**config.mk**
```make
export PLATFORM = sky130hd
export DESIGN_NAME = z_writer_alu
export DESIGN_NICKNAME = d
export VERILOG_FILES = /design/src/rtl/z_writer_alu.sv
export SDC_FILE = /design/constraint.sdc
export NUM_CORES = 1
export LEC_CHECK = 0
export CORE_UTILIZATION = 58
export CTS_BUF_LIST = sky130_fd_sc_hd__clkbuf_8
export DETAILED_ROUTE_END_ITERATION = 8
export HOLD_SLACK_MARGIN = 0.08
export PLACE_DENSITY = 0.78
export SLEW_MARGIN = 20
export SYNTH_ARGS = -nofsm -noshare
export SYNTH_HDL_FRONTEND = slang
export SYNTH_SLANG_ARGS = --single-unit
export TNS_END_PERCENT = 20
```
**constraint.sdc**
```tcl
create_clock -name clk -period 6.4 [get_ports clk]
set_input_delay 0.96 -clock clk [delete_from_list [all_inputs] [get_ports clk]]
set_output_delay 0.96 -clock clk [all_outputs]
set_load 0.1 [all_outputs]
```
**src/rtl/z_writer_alu.sv**
```systemverilog
// Multicycle execution unit producing a Z-register write followed by a read strobe.
// Add/sub/reserved finish in one EXEC cycle; shifts iterate one bit per cycle, multiply uses shift-add.
module z_writer_alu #(
   parameter int WIDTH      = 32,
   parameter int MUL_CYCLES = 32
) (
   input  logic             clk,
   input  logic             rst,
   input  logic             start,
   input  logic [2:0]       op,
   input  logic [WIDTH-1:0] a,
   input  logic [WIDTH-1:0] b,
   output logic             busy,
   output logic             done,
   output logic [1:0]       z_control,
   output logic [WIDTH-1:0] z_data
);

   localparam int CW = $clog2(MUL_CYCLES + 1);

   localparam logic [2:0] OP_ADD = 3'b000;
   localparam logic [2:0] OP_SUB = 3'b001;
   localparam logic [2:0] OP_SLL = 3'b010;
   localparam logic [2:0] OP_SRL = 3'b011;
   localparam logic [2:0] OP_SRA = 3'b100;
   localparam logic [2:0] OP_MUL = 3'b101;

   localparam logic [1:0] ZC_IDLE  = 2'b00;
   localparam logic [1:0] ZC_WRITE = 2'b10;
   localparam logic [1:0] ZC_READ  = 2'b01;

   typedef enum logic [1:0] {
      S_IDLE  = 2'b00,
      S_EXEC  = 2'b01,
      S_WRITE = 2'b10,
      S_READ  = 2'b11
   } state_t;

   state_t            state_r, state_s;
   logic [WIDTH-1:0]  a_r, a_s;
   logic [WIDTH-1:0]  b_r, b_s;
   logic [WIDTH-1:0]  acc_r, acc_s;
   logic [WIDTH-1:0]  result_r, result_s;
   logic [2:0]        op_r, op_s;
   logic [CW-1:0]     cnt_r, cnt_s;
   logic [WIDTH-1:0]  shifted_s;
   logic [WIDTH-1:0]  mul_sum_s;
   logic              busy_r, done_r;
   logic [1:0]        z_control_r;
   logic [WIDTH-1:0]  z_data_r;

   // One-bit shift step of the shift operand for the captured shift kind.
   always_comb begin
      shifted_s = a_r;
      case (op_r)
         OP_SLL:  shifted_s = {a_r[WIDTH-2:0], 1'b0};
         OP_SRL:  shifted_s = {1'b0, a_r[WIDTH-1:1]};
         OP_SRA:  shifted_s = {a_r[WIDTH-1], a_r[WIDTH-1:1]};
         default: shifted_s = a_r;
      endcase
   end

   // Shift-add step: a_r is the shifting multiplicand, b_r the shifting multiplier.
   always_comb begin
      if (b_r[0]) begin
         mul_sum_s = acc_r + a_r;
      end else begin
         mul_sum_s = acc_r;
      end
   end

   // Next-state and datapath update.
   always_comb begin
      state_s  = state_r;
      a_s      = a_r;
      b_s      = b_r;
      acc_s    = acc_r;
      result_s = result_r;
      op_s     = op_r;
      cnt_s    = cnt_r;
      case (state_r)
         S_IDLE: begin
            if (start) begin
               a_s     = a;
               b_s     = b;
               op_s    = op;
               acc_s   = {WIDTH{1'b0}};
               state_s = S_EXEC;
               if (op == OP_MUL) begin
                  cnt_s = CW'(MUL_CYCLES);
               end else begin
                  cnt_s = CW'(b[4:0]);
               end
            end else begin
               state_s = S_IDLE;
            end
         end
         S_EXEC: begin
            case (op_r)
               OP_ADD: begin
                  result_s = a_r + b_r;
                  state_s  = S_WRITE;
               end
               OP_SUB: begin
                  result_s = a_r - b_r;
                  state_s  = S_WRITE;
               end
               OP_SLL, OP_SRL, OP_SRA: begin
                  if (cnt_r == {CW{1'b0}}) begin
                     result_s = a_r;
                     state_s  = S_WRITE;
                  end else begin
                     a_s   = shifted_s;
                     cnt_s = cnt_r - CW'(1);
                     if (cnt_r == CW'(1)) begin
                        result_s = shifted_s;
                        state_s  = S_WRITE;
                     end else begin
                        state_s = S_EXEC;
                     end
                  end
               end
               OP_MUL: begin
                  acc_s = mul_sum_s;
                  a_s   = {a_r[WIDTH-2:0], 1'b0};
                  b_s   = {1'b0, b_r[WIDTH-1:1]};
                  cnt_s = cnt_r - CW'(1);
                  if (cnt_r == CW'(1)) begin
                     result_s = mul_sum_s;
                     state_s  = S_WRITE;
                  end else begin
                     state_s = S_EXEC;
                  end
               end
               default: begin
                  result_s = {WIDTH{1'b0}};
                  state_s  = S_WRITE;
               end
            endcase
         end
         S_WRITE: state_s = S_READ;
         S_READ:  state_s = S_IDLE;
         default: state_s = S_IDLE;
      endcase
   end

   // State, datapath and outputs; outputs are registered from the next state.
   always_ff @(posedge clk) begin
      if (!rst) begin
         state_r     <= S_IDLE;
         a_r         <= {WIDTH{1'b0}};
         b_r         <= {WIDTH{1'b0}};
         acc_r       <= {WIDTH{1'b0}};
         result_r    <= {WIDTH{1'b0}};
         op_r        <= 3'b000;
         cnt_r       <= {CW{1'b0}};
         busy_r      <= 1'b0;
         done_r      <= 1'b0;
         z_control_r <= ZC_IDLE;
         z_data_r    <= {WIDTH{1'b0}};
      end else begin
         state_r  <= state_s;
         a_r      <= a_s;
         b_r      <= b_s;
         acc_r    <= acc_s;
         result_r <= result_s;
         op_r     <= op_s;
         cnt_r    <= cnt_s;
         busy_r   <= (state_s != S_IDLE);
         done_r   <= (state_s == S_READ);
         case (state_s)
            S_WRITE: z_control_r <= ZC_WRITE;
            S_READ:  z_control_r <= ZC_READ;
            default: z_control_r <= ZC_IDLE;
         endcase
         if (state_s == S_WRITE) begin
            z_data_r <= result_s;
         end else begin
            z_data_r <= z_data_r;
         end
      end
   end

   assign busy      = busy_r;
   assign done      = done_r;
   assign z_control = z_control_r;
   assign z_data    = z_data_r;

endmodule

```
==> metrics.md <==
| Metric | Value |
|---|---|
| Outcome | `finished, final reports clean` |
| Required time of the critical path | `6810 ps` |
| Number of hold buffers added after cts | `0` |
| Num CTS Buffers | `17` |
| Unrepaired setup endpoints after global routing | `no` |
| Non-filler cells, final | `2150` |
| Skew final | `28.0 ps` |
| RR Startpoint | `op_r[2]` |
| Number of max-cap violations | `0` |
| Max Clock Freq | `0.197 GHz` |
| H-tree levels | `4` |
| Yosys warns | `0` |
| Largest net degree at the start of global routing | `85` |
| Core area | `22600 um^2` |
| Top cell type's share of synthesized area | `26.2%` |
| Routed via count | `14601` |
| Synth area leader | `dfxtp_1` |
| Total grt overflow | `0` |
| Clock transition at the registers of the reported paths | `110 ps` |
| Crit path DAT | `5490 ps` |
| DRC Markers | `0` |
| Horiz. Die Dim | `153 um` |
| DIE HEIGHT | `153 um` |
| Min-delay worst type | `flip-flop to flip-flop` |
| Synth cell types | `84` |
| Final min period | `5080 ps` |
| Switching Fraction | `47.0%` |
| Die Area | `23600 um^2` |
| Clock latency on the worst-skew pair | `520 ps` |
| DRT iter0 DRCs | `1631` |
| Vias in the first global route | `13305` |
| Wire per inst | `22.5 um` |
| Layout cells sized above 1 | `5.20%` |
| Switch Pwr | `1.91 mW` |
| Crit Path Max Fanout | `19` |
| Count leader, synth | `nor2_1` |
| Setup TNS | `0 ps` |
| # rows | `55` |
| Vias per cell | `6.79` |
| Leak Pwr | `5.67 nW` |
| CTS tree | `built` |
| Gate Count Post-Synth | `1842` |
| DRT antenna net count | `0` |
| Routability Congestion | `0.994` |
| Synthesized flop and latch total | `174` |
| Slew @ Worst Pin | `1170 ps` |
| Hold path start | `z_data[10]` |
| PwrDens | `274 nW/um^2` |
| Syn_area_per_cell | `7.22 um^2` |
| First-pass GRT wire length | `74700 um` |
| Final setup fails | `0` |
| Placed Cells incl. Taps | `2118` |
| Area contributors post-synth | `dfxtp_1 26%, nor2_1 6.6%, nand2_1 6.4%` |
| Clock tree buffer depth | `2` |
| Top Ports | `106` |
| Critical Path End Type | `flip-flop` |
| Post-CTS Setup Inserts | `0` |
| Top cells by count, synth | `234 x nor2_1, 227 x nand2_1, 174 x dfxtp_1` |
| Seq/Total Area, Yosys | `26.2%` |
| Worst setup SP type | `flip-flop` |
| Total global-route track usage | `40.6%` |
| PortBufs | `105` |
| Final Slew Violations | `0` |
| Clk pwr share | `21.2%` |
| Layout area overhead | `11.5%` |
| Comb power frac | `45.5%` |
| Max IR drop VDD | `224 uV` |
| Syn Nets | `1979` |
| Seq pwr share | `33.3%` |
| Kind of critical path | `flip-flop to flip-flop` |
| Post_cts resized | `0` |
| Internal | `2.16 mW` |
| Placed wire-length estimate | `34700 um` |
| Synth Cell Area | `13300 um^2` |
| Initial antenna violation count | `1` |
| Initial core utilization | `59.0%` |
| Final Hold Vio Count | `0` |
| Clock root buffer | `clkbuf_8` |
| EDFF count, synth | `0` |
| Ant diodes | `0` |
| # clock sinks | `174` |
| Main flop type after synthesis | `dfxtp_1` |
| Async SR Flop Fraction | `0%` |
| Final WL | `48300 um` |
| Final Net Count | `1989` |
| First-pass DRT Iterations | `6` |
| Final core utilization | `65.7%` |
| Final period util | `79.4%` |
| Setup crit start | `op_r[2]` |
| Relative slew margins | `19.8%` |
==> cells in the final DEF, fill, tap and decap left out, types with 12 or more instances in the layout <==
cell type,n
nor2_1,233
nand3_1,48
dfxtp_1,173
nand2b_1,13
inv_1,30
xnor2_1,43
a311oi_1,39
a31oi_1,29
o21ai_0,129
and2_1,14
a21oi_1,154
mux2i_1,16
a22oi_1,21
nand4_1,15
a21o_1,30
o21bai_1,14
nor3_1,45
and3_1,12
o22a_1,17
o31ai_1,13
a211oi_1,67
ha_1,65
o211ai_1,25
nand2_1,226
clkbuf_8,17
a22o_1,16
clkdlybuf4s50_1,105
buf_4,29
xor2_1,35
o22ai_1,18
==> sequential cells by signal, indices dropped and copies added, names as in the netlist <==
name       count
a_r           32
acc_r         32
b_r           32
result_r      32
z_data        32
cnt_r          6
op_r           3
state_r        2
z_control      2
busy           1
==> final timing paths <==
path                                endpoint  slack, ps  cells past startpoint
worst max register to register  result_r[31]       1320                     14
worst min register to register    z_data[10]        470                      2
worst min-delay path              z_data[10]        470                      2
worst max-delay path            result_r[31]       1320                     14
==> cell families (layout without fill, tap and decap cells) <==
group | after synthesis | in the layout | share of synthesized area, %
adder cells (fa/ha/maj) | 67 | 67 | 6.41
XOR/XNOR | 78 | 78 | 5.13
buffers and inverters | 175 | 198 | 5.30
flip-flops | 174 | 174 | 26.2
AO/OA/AOI/OAI | 660 | 660 | 33.3
multiplexers | 19 | 19 | 1.46
AND/OR/NAND/NOR | 669 | 669 | 22.3
==> metal layers <==
metal	vias to the layer above	share of wire (%)	global-route usage [%]
met5	-	0.027	0
met4	2	6.1	24.5
met3	200	9.6	7.74
met2	859	44	63.2
met1	6709	40	52.1
li1	6831	-	-
==> layout make-up <==
cell class                      count  area [um^2]
Multi-Input combinational cell   1493         9170
Fill cell                        2026         7740
Sequential cell                   174         3480
Timing Repair Buffer              134         1270
Tap cell                          285          357
Clock buffer                       17          234
Clock inverter                     15          193
Inverter                           32          123
==> through the flow <==
stage / cell area (um^2) / hold slack (ps) / power [mW] / setup slack [ps]
final: 14800 / 466 / 4.07 / 1320
after global routing: 14800 / 487 / 4.25 / 995
after CTS: 14800 / 467 / 4.00 / 1410
after detailed placement: 14400 / 443 / 3.16 / 1480
after global placement: 14400 / 435 / 3.14 / 1520
after floorplan: 13300 / 424 / 2.60 / 1940
==> worst max-delay path: stages, from the launching register on <==
cell       delay (ps)
dfxtp_1           510
or2_2             600
nor2_1            720
a21oi_1           120
xnor2_1           170
ha_1              410
nand4_1           130
a2111oi_0         570
o21ai_0           180
and3_2            260
a21oi_1           430
nor2_2            120
a2111oi_4         370
nor2_1             90
a221o_1           300
==> power groups by stage <==
| stage | clock network, mW | logic, mW | registers, mW |
|---|---|---|---|
| 6_report | 0.861 | 1.85 | 1.36 |
| 5_1_grt | 0.900 | 1.98 | 1.37 |
| 4_1_cts | 0.855 | 1.80 | 1.35 |
| 3_5_place_dp | 0 | 1.79 | 1.37 |
| 3_3_place_gp | 0 | 1.77 | 1.37 |
| 2_1_floorplan | 0 | 1.19 | 1.40 |
Note: power is estimated with default switching activity, not from simulation.
